$ cat src/rtl/axil_arb_2to1_if.sv
// AXI4-Lite channel bundle shared by requesters and the downstream slave.
// Latency: none, wires only.
// Backpressure: plain valid/ready on each of the five channels.
// Ports: A_W-bit AW/AR addresses with 3-bit prot; D_W-bit W/R data with D_W/8 strobes; 2-bit B/R responses.
interface axi4_if #(
    parameter int A_W = 40,
    parameter int D_W = 32
);
    logic [A_W-1:0]   awaddr;
    logic [2:0]       awprot;
    logic             awvalid;
    logic             awready;
    logic [D_W-1:0]   wdata;
    logic [D_W/8-1:0] wstrb;
    logic             wvalid;
    logic             wready;
    logic [1:0]       bresp;
    logic             bvalid;
    logic             bready;
    logic [A_W-1:0]   araddr;
    logic [2:0]       arprot;
    logic             arvalid;
    logic             arready;
    logic [D_W-1:0]   rdata;
    logic [1:0]       rresp;
    logic             rvalid;
    logic             rready;

    modport master (
        output awaddr, awprot, awvalid, input awready,
        output wdata, wstrb, wvalid, input wready,
        input  bresp, bvalid, output bready,
        output araddr, arprot, arvalid, input arready,
        input  rdata, rresp, rvalid, output rready
    );

    modport slave (
        input  awaddr, awprot, awvalid, output awready,
        input  wdata, wstrb, wvalid, output wready,
        output bresp, bvalid, input bready,
        input  araddr, arprot, arvalid, output arready,
        output rdata, rresp, rvalid, input rready
    );
endinterface

$ cat src/rtl/axil_arb_2to1.sv
// Two-requester to one-slave AXI4-Lite arbiter, round-robin, one transaction in flight; out-of-window accesses answered locally with DECERR.
// Latency: grant registered one cycle after a request is seen in IDLE, then channels are combinationally forwarded.
// Backpressure: downstream ready/valid is passed straight through to the granted requester; the other requester sees all readies/valids low.
// Ports: aclk/aresetn; s0, s1 requester-side axi4_if.slave; m downstream axi4_if.master; grant (current/last winner), busy (not IDLE), decerr_cnt (saturating).
module axil_arb_2to1 #(
    parameter int             A_W       = 40,
    parameter int             D_W       = 32,
    parameter logic [A_W-1:0] ADDR_BASE = 40'h00_A000_0000,
    parameter logic [A_W-1:0] ADDR_MASK = 40'hFF_F000_0000
) (
    input  logic        aclk,
    input  logic        aresetn,
    axi4_if.slave       s0,
    axi4_if.slave       s1,
    axi4_if.master      m,
    output logic        grant,
    output logic        busy,
    output logic [15:0] decerr_cnt
);

    typedef enum logic [2:0] {
        IDLE, WR, WR_RESP, RD, RD_RESP, ERR_WR, ERR_RD
    } state_t;

    state_t state;
    logic   rr_ptr;
    logic   aw_done;
    logic   w_done;
    logic   ar_done;

    // Signals of the currently granted requester.
    logic [A_W-1:0]   g_awaddr, g_araddr;
    logic [2:0]       g_awprot, g_arprot;
    logic [D_W-1:0]   g_wdata;
    logic [D_W/8-1:0] g_wstrb;
    logic             g_awvalid, g_wvalid, g_bready, g_arvalid, g_rready;

    always_comb begin
        g_awaddr  = grant ? s1.awaddr  : s0.awaddr;
        g_awprot  = grant ? s1.awprot  : s0.awprot;
        g_awvalid = grant ? s1.awvalid : s0.awvalid;
        g_wdata   = grant ? s1.wdata   : s0.wdata;
        g_wstrb   = grant ? s1.wstrb   : s0.wstrb;
        g_wvalid  = grant ? s1.wvalid  : s0.wvalid;
        g_bready  = grant ? s1.bready  : s0.bready;
        g_araddr  = grant ? s1.araddr  : s0.araddr;
        g_arprot  = grant ? s1.arprot  : s0.arprot;
        g_arvalid = grant ? s1.arvalid : s0.arvalid;
        g_rready  = grant ? s1.rready  : s0.rready;
    end

    // Arbitration and address decode, only meaningful in IDLE.
    logic           req0, req1, win, win_is_wr, win_hit;
    logic [A_W-1:0] win_addr;

    always_comb begin
        req0      = s0.awvalid | s0.arvalid;
        req1      = s1.awvalid | s1.arvalid;
        win       = (req0 && req1) ? rr_ptr : req1;
        win_is_wr = win ? s1.awvalid : s0.awvalid;
        if (win_is_wr) win_addr = win ? s1.awaddr : s0.awaddr;
        else           win_addr = win ? s1.araddr : s0.araddr;
        win_hit   = (win_addr & ADDR_MASK) == ADDR_BASE;
    end

    // Downstream forwarding; done flags stop a channel being offered twice.
    logic m_awvalid, m_wvalid, m_arvalid, m_bready, m_rready;

    always_comb begin
        m_awvalid = (state == WR) && g_awvalid && !aw_done;
        m_wvalid  = (state == WR) && g_wvalid  && !w_done;
        m_arvalid = (state == RD) && g_arvalid;
        m_bready  = (state == WR_RESP) && g_bready;
        m_rready  = (state == RD_RESP) && g_rready;
    end

    assign m.awaddr  = g_awaddr;
    assign m.awprot  = g_awprot;
    assign m.awvalid = m_awvalid;
    assign m.wdata   = g_wdata;
    assign m.wstrb   = g_wstrb;
    assign m.wvalid  = m_wvalid;
    assign m.bready  = m_bready;
    assign m.araddr  = g_araddr;
    assign m.arprot  = g_arprot;
    assign m.arvalid = m_arvalid;
    assign m.rready  = m_rready;

    logic m_aw_hs, m_w_hs, m_ar_hs, m_b_hs, m_r_hs;

    always_comb begin
        m_aw_hs = m_awvalid && m.awready;
        m_w_hs  = m_wvalid  && m.wready;
        m_ar_hs = m_arvalid && m.arready;
        m_b_hs  = m_bready  && m.bvalid;
        m_r_hs  = m_rready  && m.rvalid;
    end

    // Response side toward the granted requester, before per-requester gating.
    logic           r_awready, r_wready, r_bvalid, r_arready, r_rvalid;
    logic [1:0]     r_bresp, r_rresp;
    logic [D_W-1:0] r_rdata;

    always_comb begin
        r_awready = 1'b0;
        r_wready  = 1'b0;
        r_bvalid  = 1'b0;
        r_bresp   = 2'b00;
        r_arready = 1'b0;
        r_rvalid  = 1'b0;
        r_rresp   = 2'b00;
        r_rdata   = '0;
        case (state)
            WR: begin
                r_awready = m.awready && !aw_done;
                r_wready  = m.wready  && !w_done;
            end
            WR_RESP: begin
                r_bvalid = m.bvalid;
                r_bresp  = m.bresp;
            end
            RD: r_arready = m.arready;
            RD_RESP: begin
                r_rvalid = m.rvalid;
                r_rresp  = m.rresp;
                r_rdata  = m.rdata;
            end
            ERR_WR: begin
                r_awready = !aw_done;
                r_wready  = !w_done;
                r_bvalid  = aw_done && w_done;
                r_bresp   = 2'b11;
            end
            ERR_RD: begin
                r_arready = !ar_done;
                r_rvalid  = ar_done;
                r_rresp   = 2'b11;
                r_rdata   = D_W'(32'hDEAD_BEEF);
            end
            default: ;
        endcase
    end

    // busy mirrors state != IDLE, so it doubles as the "grant is live" qualifier.
    logic sel0, sel1;
    assign sel0 = busy && !grant;
    assign sel1 = busy && grant;

    assign s0.awready = sel0 && r_awready;
    assign s0.wready  = sel0 && r_wready;
    assign s0.bvalid  = sel0 && r_bvalid;
    assign s0.bresp   = sel0 ? r_bresp : 2'b00;
    assign s0.arready = sel0 && r_arready;
    assign s0.rvalid  = sel0 && r_rvalid;
    assign s0.rresp   = sel0 ? r_rresp : 2'b00;
    assign s0.rdata   = sel0 ? r_rdata : '0;

    assign s1.awready = sel1 && r_awready;
    assign s1.wready  = sel1 && r_wready;
    assign s1.bvalid  = sel1 && r_bvalid;
    assign s1.bresp   = sel1 ? r_bresp : 2'b00;
    assign s1.arready = sel1 && r_arready;
    assign s1.rvalid  = sel1 && r_rvalid;
    assign s1.rresp   = sel1 ? r_rresp : 2'b00;
    assign s1.rdata   = sel1 ? r_rdata : '0;

    always_ff @(posedge aclk or negedge aresetn) begin
        if (!aresetn) begin
            state      <= IDLE;
            grant      <= 1'b0;
            rr_ptr     <= 1'b0;
            busy       <= 1'b0;
            decerr_cnt <= 16'd0;
            aw_done    <= 1'b0;
            w_done     <= 1'b0;
            ar_done    <= 1'b0;
        end else begin
            case (state)
                IDLE: begin
                    aw_done <= 1'b0;
                    w_done  <= 1'b0;
                    ar_done <= 1'b0;
                    if (req0 || req1) begin
                        grant <= win;
                        busy  <= 1'b1;
                        if (win_is_wr) state <= win_hit ? WR : ERR_WR;
                        else           state <= win_hit ? RD : ERR_RD;
                    end
                end
                WR: begin
                    if ((aw_done || m_aw_hs) && (w_done || m_w_hs)) begin
                        state   <= WR_RESP;
                        aw_done <= 1'b0;
                        w_done  <= 1'b0;
                    end else begin
                        aw_done <= aw_done || m_aw_hs;
                        w_done  <= w_done  || m_w_hs;
                    end
                end
                WR_RESP: begin
                    if (m_b_hs) begin
                        state  <= IDLE;
                        busy   <= 1'b0;
                        rr_ptr <= !grant;
                    end
                end
                RD: begin
                    if (m_ar_hs) state <= RD_RESP;
                end
                RD_RESP: begin
                    if (m_r_hs) begin
                        state  <= IDLE;
                        busy   <= 1'b0;
                        rr_ptr <= !grant;
                    end
                end
                ERR_WR: begin
                    if (aw_done && w_done) begin
                        if (g_bready) begin
                            state  <= IDLE;
                            busy   <= 1'b0;
                            rr_ptr <= !grant;
                            if (decerr_cnt != 16'hFFFF) decerr_cnt <= decerr_cnt + 16'd1;
                        end
                    end else begin
                        if (g_awvalid) aw_done <= 1'b1;
                        if (g_wvalid)  w_done  <= 1'b1;
                    end
                end
                ERR_RD: begin
                    if (!ar_done) begin
                        if (g_arvalid) ar_done <= 1'b1;
                    end else if (g_rready) begin
                        state  <= IDLE;
                        busy   <= 1'b0;
                        rr_ptr <= !grant;
                        if (decerr_cnt != 16'hFFFF) decerr_cnt <= decerr_cnt + 16'd1;
                    end
                end
                default: begin
                    state <= IDLE;
                    busy  <= 1'b0;
                end
            endcase
        end
    end

endmodule
$ cat src/flat_wrapper.sv
// flat-port wrapper written by rule: the top's interface ports become plain ports
module axil_arb_2to1_flat 
#(
    parameter int             A_W       = 40,
    parameter int             D_W       = 32,
    parameter logic [A_W-1:0] ADDR_BASE = 40'h00_A000_0000,
    parameter logic [A_W-1:0] ADDR_MASK = 40'hFF_F000_0000
)
  (aclk, aresetn, grant, busy, decerr_cnt, s0_awaddr, s0_awprot, s0_awvalid, s0_awready, s0_wdata, s0_wstrb, s0_wvalid, s0_wready, s0_bresp, s0_bvalid, s0_bready, s0_araddr, s0_arprot, s0_arvalid, s0_arready, s0_rdata, s0_rresp, s0_rvalid, s0_rready, s1_awaddr, s1_awprot, s1_awvalid, s1_awready, s1_wdata, s1_wstrb, s1_wvalid, s1_wready, s1_bresp, s1_bvalid, s1_bready, s1_araddr, s1_arprot, s1_arvalid, s1_arready, s1_rdata, s1_rresp, s1_rvalid, s1_rready, m_awaddr, m_awprot, m_awvalid, m_awready, m_wdata, m_wstrb, m_wvalid, m_wready, m_bresp, m_bvalid, m_bready, m_araddr, m_arprot, m_arvalid, m_arready, m_rdata, m_rresp, m_rvalid, m_rready);
  axi4_if #(.A_W(A_W), .D_W(D_W)) s0_i ();
  axi4_if #(.A_W(A_W), .D_W(D_W)) s1_i ();
  axi4_if #(.A_W(A_W), .D_W(D_W)) m_i ();
  input  logic aclk;
  input  logic aresetn;
  output logic grant;
  output logic busy;
  output logic [15:0] decerr_cnt;
  input wire logic [$bits(s0_i.awaddr)-1:0] s0_awaddr;
  input wire logic [$bits(s0_i.awprot)-1:0] s0_awprot;
  input wire logic [$bits(s0_i.awvalid)-1:0] s0_awvalid;
  output wire logic [$bits(s0_i.awready)-1:0] s0_awready;
  input wire logic [$bits(s0_i.wdata)-1:0] s0_wdata;
  input wire logic [$bits(s0_i.wstrb)-1:0] s0_wstrb;
  input wire logic [$bits(s0_i.wvalid)-1:0] s0_wvalid;
  output wire logic [$bits(s0_i.wready)-1:0] s0_wready;
  output wire logic [$bits(s0_i.bresp)-1:0] s0_bresp;
  output wire logic [$bits(s0_i.bvalid)-1:0] s0_bvalid;
  input wire logic [$bits(s0_i.bready)-1:0] s0_bready;
  input wire logic [$bits(s0_i.araddr)-1:0] s0_araddr;
  input wire logic [$bits(s0_i.arprot)-1:0] s0_arprot;
  input wire logic [$bits(s0_i.arvalid)-1:0] s0_arvalid;
  output wire logic [$bits(s0_i.arready)-1:0] s0_arready;
  output wire logic [$bits(s0_i.rdata)-1:0] s0_rdata;
  output wire logic [$bits(s0_i.rresp)-1:0] s0_rresp;
  output wire logic [$bits(s0_i.rvalid)-1:0] s0_rvalid;
  input wire logic [$bits(s0_i.rready)-1:0] s0_rready;
  input wire logic [$bits(s1_i.awaddr)-1:0] s1_awaddr;
  input wire logic [$bits(s1_i.awprot)-1:0] s1_awprot;
  input wire logic [$bits(s1_i.awvalid)-1:0] s1_awvalid;
  output wire logic [$bits(s1_i.awready)-1:0] s1_awready;
  input wire logic [$bits(s1_i.wdata)-1:0] s1_wdata;
  input wire logic [$bits(s1_i.wstrb)-1:0] s1_wstrb;
  input wire logic [$bits(s1_i.wvalid)-1:0] s1_wvalid;
  output wire logic [$bits(s1_i.wready)-1:0] s1_wready;
  output wire logic [$bits(s1_i.bresp)-1:0] s1_bresp;
  output wire logic [$bits(s1_i.bvalid)-1:0] s1_bvalid;
  input wire logic [$bits(s1_i.bready)-1:0] s1_bready;
  input wire logic [$bits(s1_i.araddr)-1:0] s1_araddr;
  input wire logic [$bits(s1_i.arprot)-1:0] s1_arprot;
  input wire logic [$bits(s1_i.arvalid)-1:0] s1_arvalid;
  output wire logic [$bits(s1_i.arready)-1:0] s1_arready;
  output wire logic [$bits(s1_i.rdata)-1:0] s1_rdata;
  output wire logic [$bits(s1_i.rresp)-1:0] s1_rresp;
  output wire logic [$bits(s1_i.rvalid)-1:0] s1_rvalid;
  input wire logic [$bits(s1_i.rready)-1:0] s1_rready;
  output wire logic [$bits(m_i.awaddr)-1:0] m_awaddr;
  output wire logic [$bits(m_i.awprot)-1:0] m_awprot;
  output wire logic [$bits(m_i.awvalid)-1:0] m_awvalid;
  input wire logic [$bits(m_i.awready)-1:0] m_awready;
  output wire logic [$bits(m_i.wdata)-1:0] m_wdata;
  output wire logic [$bits(m_i.wstrb)-1:0] m_wstrb;
  output wire logic [$bits(m_i.wvalid)-1:0] m_wvalid;
  input wire logic [$bits(m_i.wready)-1:0] m_wready;
  input wire logic [$bits(m_i.bresp)-1:0] m_bresp;
  input wire logic [$bits(m_i.bvalid)-1:0] m_bvalid;
  output wire logic [$bits(m_i.bready)-1:0] m_bready;
  output wire logic [$bits(m_i.araddr)-1:0] m_araddr;
  output wire logic [$bits(m_i.arprot)-1:0] m_arprot;
  output wire logic [$bits(m_i.arvalid)-1:0] m_arvalid;
  input wire logic [$bits(m_i.arready)-1:0] m_arready;
  input wire logic [$bits(m_i.rdata)-1:0] m_rdata;
  input wire logic [$bits(m_i.rresp)-1:0] m_rresp;
  input wire logic [$bits(m_i.rvalid)-1:0] m_rvalid;
  output wire logic [$bits(m_i.rready)-1:0] m_rready;
  assign s0_i.awaddr = s0_awaddr;
  assign s0_i.awprot = s0_awprot;
  assign s0_i.awvalid = s0_awvalid;
  assign s0_awready = s0_i.awready;
  assign s0_i.wdata = s0_wdata;
  assign s0_i.wstrb = s0_wstrb;
  assign s0_i.wvalid = s0_wvalid;
  assign s0_wready = s0_i.wready;
  assign s0_bresp = s0_i.bresp;
  assign s0_bvalid = s0_i.bvalid;
  assign s0_i.bready = s0_bready;
  assign s0_i.araddr = s0_araddr;
  assign s0_i.arprot = s0_arprot;
  assign s0_i.arvalid = s0_arvalid;
  assign s0_arready = s0_i.arready;
  assign s0_rdata = s0_i.rdata;
  assign s0_rresp = s0_i.rresp;
  assign s0_rvalid = s0_i.rvalid;
  assign s0_i.rready = s0_rready;
  assign s1_i.awaddr = s1_awaddr;
  assign s1_i.awprot = s1_awprot;
  assign s1_i.awvalid = s1_awvalid;
  assign s1_awready = s1_i.awready;
  assign s1_i.wdata = s1_wdata;
  assign s1_i.wstrb = s1_wstrb;
  assign s1_i.wvalid = s1_wvalid;
  assign s1_wready = s1_i.wready;
  assign s1_bresp = s1_i.bresp;
  assign s1_bvalid = s1_i.bvalid;
  assign s1_i.bready = s1_bready;
  assign s1_i.araddr = s1_araddr;
  assign s1_i.arprot = s1_arprot;
  assign s1_i.arvalid = s1_arvalid;
  assign s1_arready = s1_i.arready;
  assign s1_rdata = s1_i.rdata;
  assign s1_rresp = s1_i.rresp;
  assign s1_rvalid = s1_i.rvalid;
  assign s1_i.rready = s1_rready;
  assign m_awaddr = m_i.awaddr;
  assign m_awprot = m_i.awprot;
  assign m_awvalid = m_i.awvalid;
  assign m_i.awready = m_awready;
  assign m_wdata = m_i.wdata;
  assign m_wstrb = m_i.wstrb;
  assign m_wvalid = m_i.wvalid;
  assign m_i.wready = m_wready;
  assign m_i.bresp = m_bresp;
  assign m_i.bvalid = m_bvalid;
  assign m_bready = m_i.bready;
  assign m_araddr = m_i.araddr;
  assign m_arprot = m_i.arprot;
  assign m_arvalid = m_i.arvalid;
  assign m_i.arready = m_arready;
  assign m_i.rdata = m_rdata;
  assign m_i.rresp = m_rresp;
  assign m_i.rvalid = m_rvalid;
  assign m_rready = m_i.rready;
  axil_arb_2to1 #(.A_W(A_W), .D_W(D_W), .ADDR_BASE(ADDR_BASE), .ADDR_MASK(ADDR_MASK)) u_core (.aclk(aclk), .aresetn(aresetn), .s0(s0_i), .s1(s1_i), .m(m_i), .grant(grant), .busy(busy), .decerr_cnt(decerr_cnt));
endmodule
$ cat config.mk
export PLATFORM = sky130hd
export DESIGN_NAME = axil_arb_2to1_flat
export DESIGN_NICKNAME = d
export VERILOG_FILES = /design/src/rtl/axil_arb_2to1_if.sv /design/src/rtl/axil_arb_2to1.sv /design/src/flat_wrapper.sv
export SDC_FILE = /design/constraint.sdc
export NUM_CORES = 1
export LEC_CHECK = 0
export CAP_MARGIN = 20
export CORE_AREA = 2 2 205 207
export DETAILED_ROUTE_END_ITERATION = 16
export DIE_AREA = 0 0 207 209
export PLACE_DENSITY_LB_ADDON = 0.2
export SLEW_MARGIN = 20
export SYNTH_ARGS = -nofsm -noshare
export SYNTH_HDL_FRONTEND = slang
export SYNTH_SLANG_ARGS = --single-unit
$ cat constraint.sdc
create_clock -name aclk -period 2.14 [get_ports aclk]
set_clock_uncertainty 0.15 [all_clocks]
set_input_delay 0.214 -clock aclk [delete_from_list [all_inputs] [get_ports aclk]]
set_output_delay 0.214 -clock aclk [all_outputs]
set_load 0.02 [all_outputs]
**Yosys cells after proc, flatten, opt, wreduce, memory -nomap -nowiden**

Cells that the tools add are included.

- Magnitude comparators: 0
- Divide/modulo/power cells: 0
- $mul: 0
- Eq/ne operators: 20
- $add $sub $neg: 1
- Reduce and logical (&&, ||, !) cells: 49
- Bitwise operators: 3
- Multiplexer cells: 75
- Shifts and indexed selects: 0

Operator list:

| operator | number |
|---|---|
| $mux 40 | 5 |
| $mux 32 | 3 |
| $mux 16 | 5 |
| $pmux 32 s2 | 1 |
| $mux 3 | 14 |
| $pmux 16 s2 | 1 |
| $logic_and 1x1->1 | 29 |
| $mux 1 | 28 |
| $pmux 3 s7 | 1 |
| $ne 2x1->1 const B | 10 |
| $add 16x1->16 const B | 1 |
| $ne 16x16->1 const B | 1 |
| $eq 12x4->1 const B | 1 |
| $pmux 1 s2 | 6 |
| $eq 3x3->1 const B | 3 |
| $reduce_and 9->1 | 1 |
| $mux 2 | 4 |
| $pmux 2 s2 | 2 |
| $reduce_and 8->1 | 1 |
| $reduce_and 7->1 | 1 |
| $eq 3x2->1 const B | 2 |
| $pmux 1 s3 | 2 |
| $pmux 1 s6 | 1 |
| $reduce_and 3->1 | 2 |
| other kinds (15) | 23 |

- Bits in read-only memories: 0
- Input bits: 297
- Word-level logic and storage cells: 156
- Latch bits: 0
- Flip-flop bits (word level): 25
- Memories: 0
- RAM bits: 0
- Output and inout bits: 227

**Logic depth before layout (Yosys ltp)**

Gate-level depths: netlist of the first run.

- Word-level depth: 10
- Gate-level depth with buffers: 8
- Depth with buffers taken out: 6

**Least setup slack after synthesis of the first run**

OpenSTA, ideal clock, no wires.

- Path type: register to output
- Start: reg u_core.grant
- End: out s1_rdata[10]
- Buffers on the path: 4
- Cell stages (with the launch flop): 8
- Arrival: 1.889 ns
- Path slack: -0.113 ns
- Path through: dfrtp_1 -> buf_4 -> buf_2 -> nand2_1 -> or2_2 -> clkbuf_1 -> buf_2 -> nor2_1

- Word-level cells in the longest chain between the ends: 2

Ends and longest elaborated chain:

| what | line | source |
|---|---|---|
| start: declaration | axil_arb_2to1.sv:16 | `output logic grant,` |
| start signal: assignment | axil_arb_2to1.sv:184 | `grant <= win;` |
| $logic_and 1x1->1 | axil_arb_2to1.sv:147 | `assign sel1 = busy && grant;` |
| $mux 32 | axil_arb_2to1.sv:165 | `assign s1.rdata = sel1 ? r_rdata : '0;` |
| end: declaration | flat_wrapper.sv:52 | `output wire logic [$bits(s1_i.rdata)-1:0] s1_rdata;` |

Every way passes these cells.

**Worst setup path after layout of the first run**

- Start: reg u_core.grant
- End: out m_awaddr[12]

- Word-level cells in the longest chain between the ends: 1

Ends and longest elaborated chain:

| what | line | source |
|---|---|---|
| $mux 40 | axil_arb_2to1.sv:39 | `g_awaddr = grant ? s1.awaddr : s0.awaddr;` |
| end: declaration | flat_wrapper.sv:56 | `output wire logic [$bits(m_i.awaddr)-1:0] m_awaddr;` |

Every way passes these cells.

==> results of run 1 <==
[sequential cells by signal, summed over array words and instances (netlist names)]
signal	flops
u_core.ar_done	1
u_core.aw_done	1
u_core.busy	1
u_core.decerr_cnt	16
u_core.grant	1
u_core.rr_ptr	1
u_core.state	3
u_core.w_done	1
[report_power, final]
| part | total [uW] | switching [uW] | leakage, uW | internal, uW |
|---|---|---|---|---|
| clock | 448 | 189 | 0.0000415 | 259 |
| combinational | 7540 | 3910 | 0.00383 | 3630 |
| sequential | 693 | 108 | 0.000332 | 585 |
[stage by stage]
stage	setup WS, ps	setup TNS (ps)	area (um^2)	total power (uW)
floorplan	-7.94	-159	3880	4600
finish	-34.1	-190	9860	8680
CTS	-119	-7610	10300	8740
global placement	-104	-6630	10300	8650
global route	-111	-985	9860	9270
detailed placement	-138	-7370	10300	8580
[placed cells by master (no fill, tap or decap), types with 8 or more instances in the layout]
cell,netlist,final
clkdlybuf4s50_1,0,313
mux2_2,124,122
buf_4,1,93
clkbuf_2,0,91
nor2_1,104,79
buf_2,15,77
dfrtp_1,25,23
nor2_4,0,20
and2_1,18,18
o21ai_0,15,14
xnor2_1,14,14
nand2_1,13,13
buf_12,0,11
clkdlybuf4s15_1,0,10
nand4_1,8,8
nand3_1,8,8
[kinds of logic after synthesis]
logic type	after synthesis
AO/OA/AOI/OAI	47
multiplexers	132
AND/OR/NAND/NOR	200
XOR/XNOR	15
adder cells (fa/ha/maj)	1
flip-flops	25
buffers and inverters	39
[path summary, 6_finish.rpt]
| path | end | slack (ps) |
|---|---|---|
| worst max-delay path | m_awaddr[12] | -30 |
| worst max register to register | u_core.state[0] | -20 |
| worst min-delay path | u_core.decerr_cnt[2] | 160 |
| worst min register to register | u_core.decerr_cnt[7] | 350 |
| max in group asynchronous | u_core.grant | 1370 |
| min in group aclk | u_core.decerr_cnt[7] | 350 |
[area by class of cell]
class	instances	area (um^2)	share of cell area, %
flip-flops and latches	25	631	6.40
well taps	539	674	6.84
clock inverters	1	8.76	0.0889
multi-input cells	395	3220	32.6
inverters	5	18.8	0.190
clock buffers	3	75.1	0.762
repair buffers	615	5230	53.1
[routing by layer]
layer | wire length, um | global-route usage, % | vias up
met1 | 11900 | 15.1 | 2583
met5 | 13 | 0 | -
met3 | 2040 | 3.10 | 14
li1 | - | - | 2804
met2 | 15000 | 23.3 | 292
met4 | 189 | 1.43 | 2
[worst reg2reg max path: stages, from the launching register on]
cell and delay [ps]:
dfrtp_4 500, buf_12 160, buf_6 120, mux2_4 200
a211oi_4 50, a31o_2 250, nor4b_4 270, inv_1 100
a32o_1 220
[timing repair]
item,4_1_cts,5_1_grt
resized for setup,438,285
cloned,0,1
buffers inserted,11,7
pin swaps,2,6
setup endpoints to repair,204,173
==> summary.txt, run 1 <==
Run status
  • Status: finished with violations
  • Failing checks: negative setup slack

Synthesis
  • Mux contribution to synthesized area: between 30% and 40%
  • EDFF count, synth: 0
  • Top_reg_cell synth: dfrtp_1
  • Largest family of logic cells by synthesized area: multiplexers
  • Most common cell in the netlist: mux2_2
  • Ys async rst share: 100%
  • Seq cells post-synth: 25
  • Syn Area/Cell: roughly 8.1 um^2
  • Simple logic cell fraction of the synthesized area: about a quarter
  • Post-synth top cells: mux2_2 (124), nor2_1 (104), dfrtp_1 (25), and2_1 (18)
  • Cell area after synthesis: approximately 0.0037 mm^2
  • Synth Area in Compound Gates: 8.80%
  • Seq/Total Area, Yosys: 16.8%
  • Synthesized instance count: ~460
  • Adder-Cell Fraction of Synth Area: 0.336%
  • Synth warn: 0
  • Yosys top cell by area: mux2_2
  • Post-synthesis xor/xnor area fraction: under 10%
  • Post-Syn Nets: ~760
  • Netlist cell types: 55
  • Area contributors post-synth: mux2_2 (37%), dfrtp_1 (17%), nor2_1 (10%), xnor2_1 (3.3%), and2_1 (3.0%)
  • Yosys top cell area share: a little under two fifths

Critical path
  • Required time of the critical path: 1780 ps
  • Kind of critical path: reg2out
  • Slowest cell on crit path: dfrtp_4
  • Worst Path Max Fanout: 14
  • Slowest stage delay, CP: 500 ps
  • Critical Path, Cell by Cell: buf_12 -> buf_4 -> buf_12 -> buf_4 -> mux2_2 -> buf_2
  • WP depth: 6
  • Crit path buf inv count: 5
  • CP endpoint kind: output pin
  • Worst EP arrival: 1810 ps
  • Element type at the critical path start: flop
  • Crit path launch: u_core.grant
  • CP top delay family: buffers and inverters
  • R2r startpoint: u_core.grant
  • Reg2Reg Depth: 8

Route
  • DRC: 0
  • WL per Instance: roughly 18 um
  • Routed wire length: roughly 29000 um
  • DR vias: 5695
  • Initial DRT Pass Iterations: 4
  • Starting DRT DRC Count: 213
  • Antenna-violating nets left: 0
  • Vias/cell: 3.60

Clocking
  • Clk slew on worst S/H paths: ~80 ps
  • Clock latency at the later pin of the worst-skew pair: between 200 and 300 ps
  • Max clock buf depth: 2
  • TritonCTS buffer count: 3
  • CTS Sinks: 25
  • Hold_buf cts: 0
  • H-Tree Depth: 1
  • CTS tree: built
  • Root Driver: clkbuf_16

GRT
  • First-pass GRT wire length: roughly 41000 um
  • GRT Total Usage: about 13%
  • Global route total overflow: 0
  • Initial antenna violation count: 3
  • Largest net degree at the start of global routing: 28
  • Vias in the first global route: 6005

Power
  • Leak Pwr: 0.00420 uW
  • VDD IR max: around 330 uV
  • Power per cell area: between 800 and 900 mW/mm^2

Timing
  • Fin crit share: 102%
  • Fin. max-slew vios: 0
  • Hold WS: 161 ps
  • Worst setup margin: -34.1 ps
  • RSZ-0062 raised after global routing: true
  • Hold Fails Final Rpt: 0
  • Final setup viols: 10
  • Max Fclk: 460 MHz
  • Slew @ Worst Pin: approximately 440 ps
  • Max-slew headroom: a little over two thirds
  • Post-layout min period: between 2000 and 2500 ps

Run
  • Max-cap violations: 0

Die
  • Die width: just over 200 um
  • Ports: between 500 and 600
  • Initial Util: 9.02%
  • Die height: between 200 and 250 um
  • DIE AREA: approximately 0.043 mm^2
  • # rows: 75
  • Core area: approximately 0.041 mm^2

Placed design
  • DP HPWL: 26000 um
  • Port buffer count: about 520
  • Placed Instances: 1561
  • Gpl congestion: slightly below 0.8

Layout
  • Final core occ: 23.9%
  • Final nets: approximately 1300
  • Final Non-Filler Cells: 1583
  • Share of layout cells above drive strength 1: between 40 and 50%
  • N_diodes: 0
  • FILL cells: roughly 4600
  • Area growth syn-to-layout: 165%

Min path
  • Hold WC Path Type: in2async
No activity file was read; power rests on OpenSTA's default activity.
==> run 2, diff against run 1 <==
--- a/config.mk
+++ b/config.mk
@@ -7,6 +7,7 @@
 export LEC_CHECK = 0
 export CAP_MARGIN = 20
 export CORE_AREA = 2 2 205 207
+export CTS_CLUSTER_SIZE = 25
 export DETAILED_ROUTE_END_ITERATION = 16
 export DIE_AREA = 0 0 207 209
 export PLACE_DENSITY_LB_ADDON = 0.2
==> results of run 2 <==
Same layout as run 1: the final DEF is identical, and so are final timing and power.
==> run 3, diff against run 2 <==
--- a/config.mk
+++ b/config.mk
@@ -7,7 +7,7 @@
 export LEC_CHECK = 0
 export CAP_MARGIN = 20
 export CORE_AREA = 2 2 205 207
-export CTS_CLUSTER_SIZE = 25
+export CTS_CLUSTER_SIZE = 14
 export DETAILED_ROUTE_END_ITERATION = 16
 export DIE_AREA = 0 0 207 209
 export PLACE_DENSITY_LB_ADDON = 0.2
==> results of run 3 <==
Same layout as run 1: the final DEF is identical, and so are final timing and power.
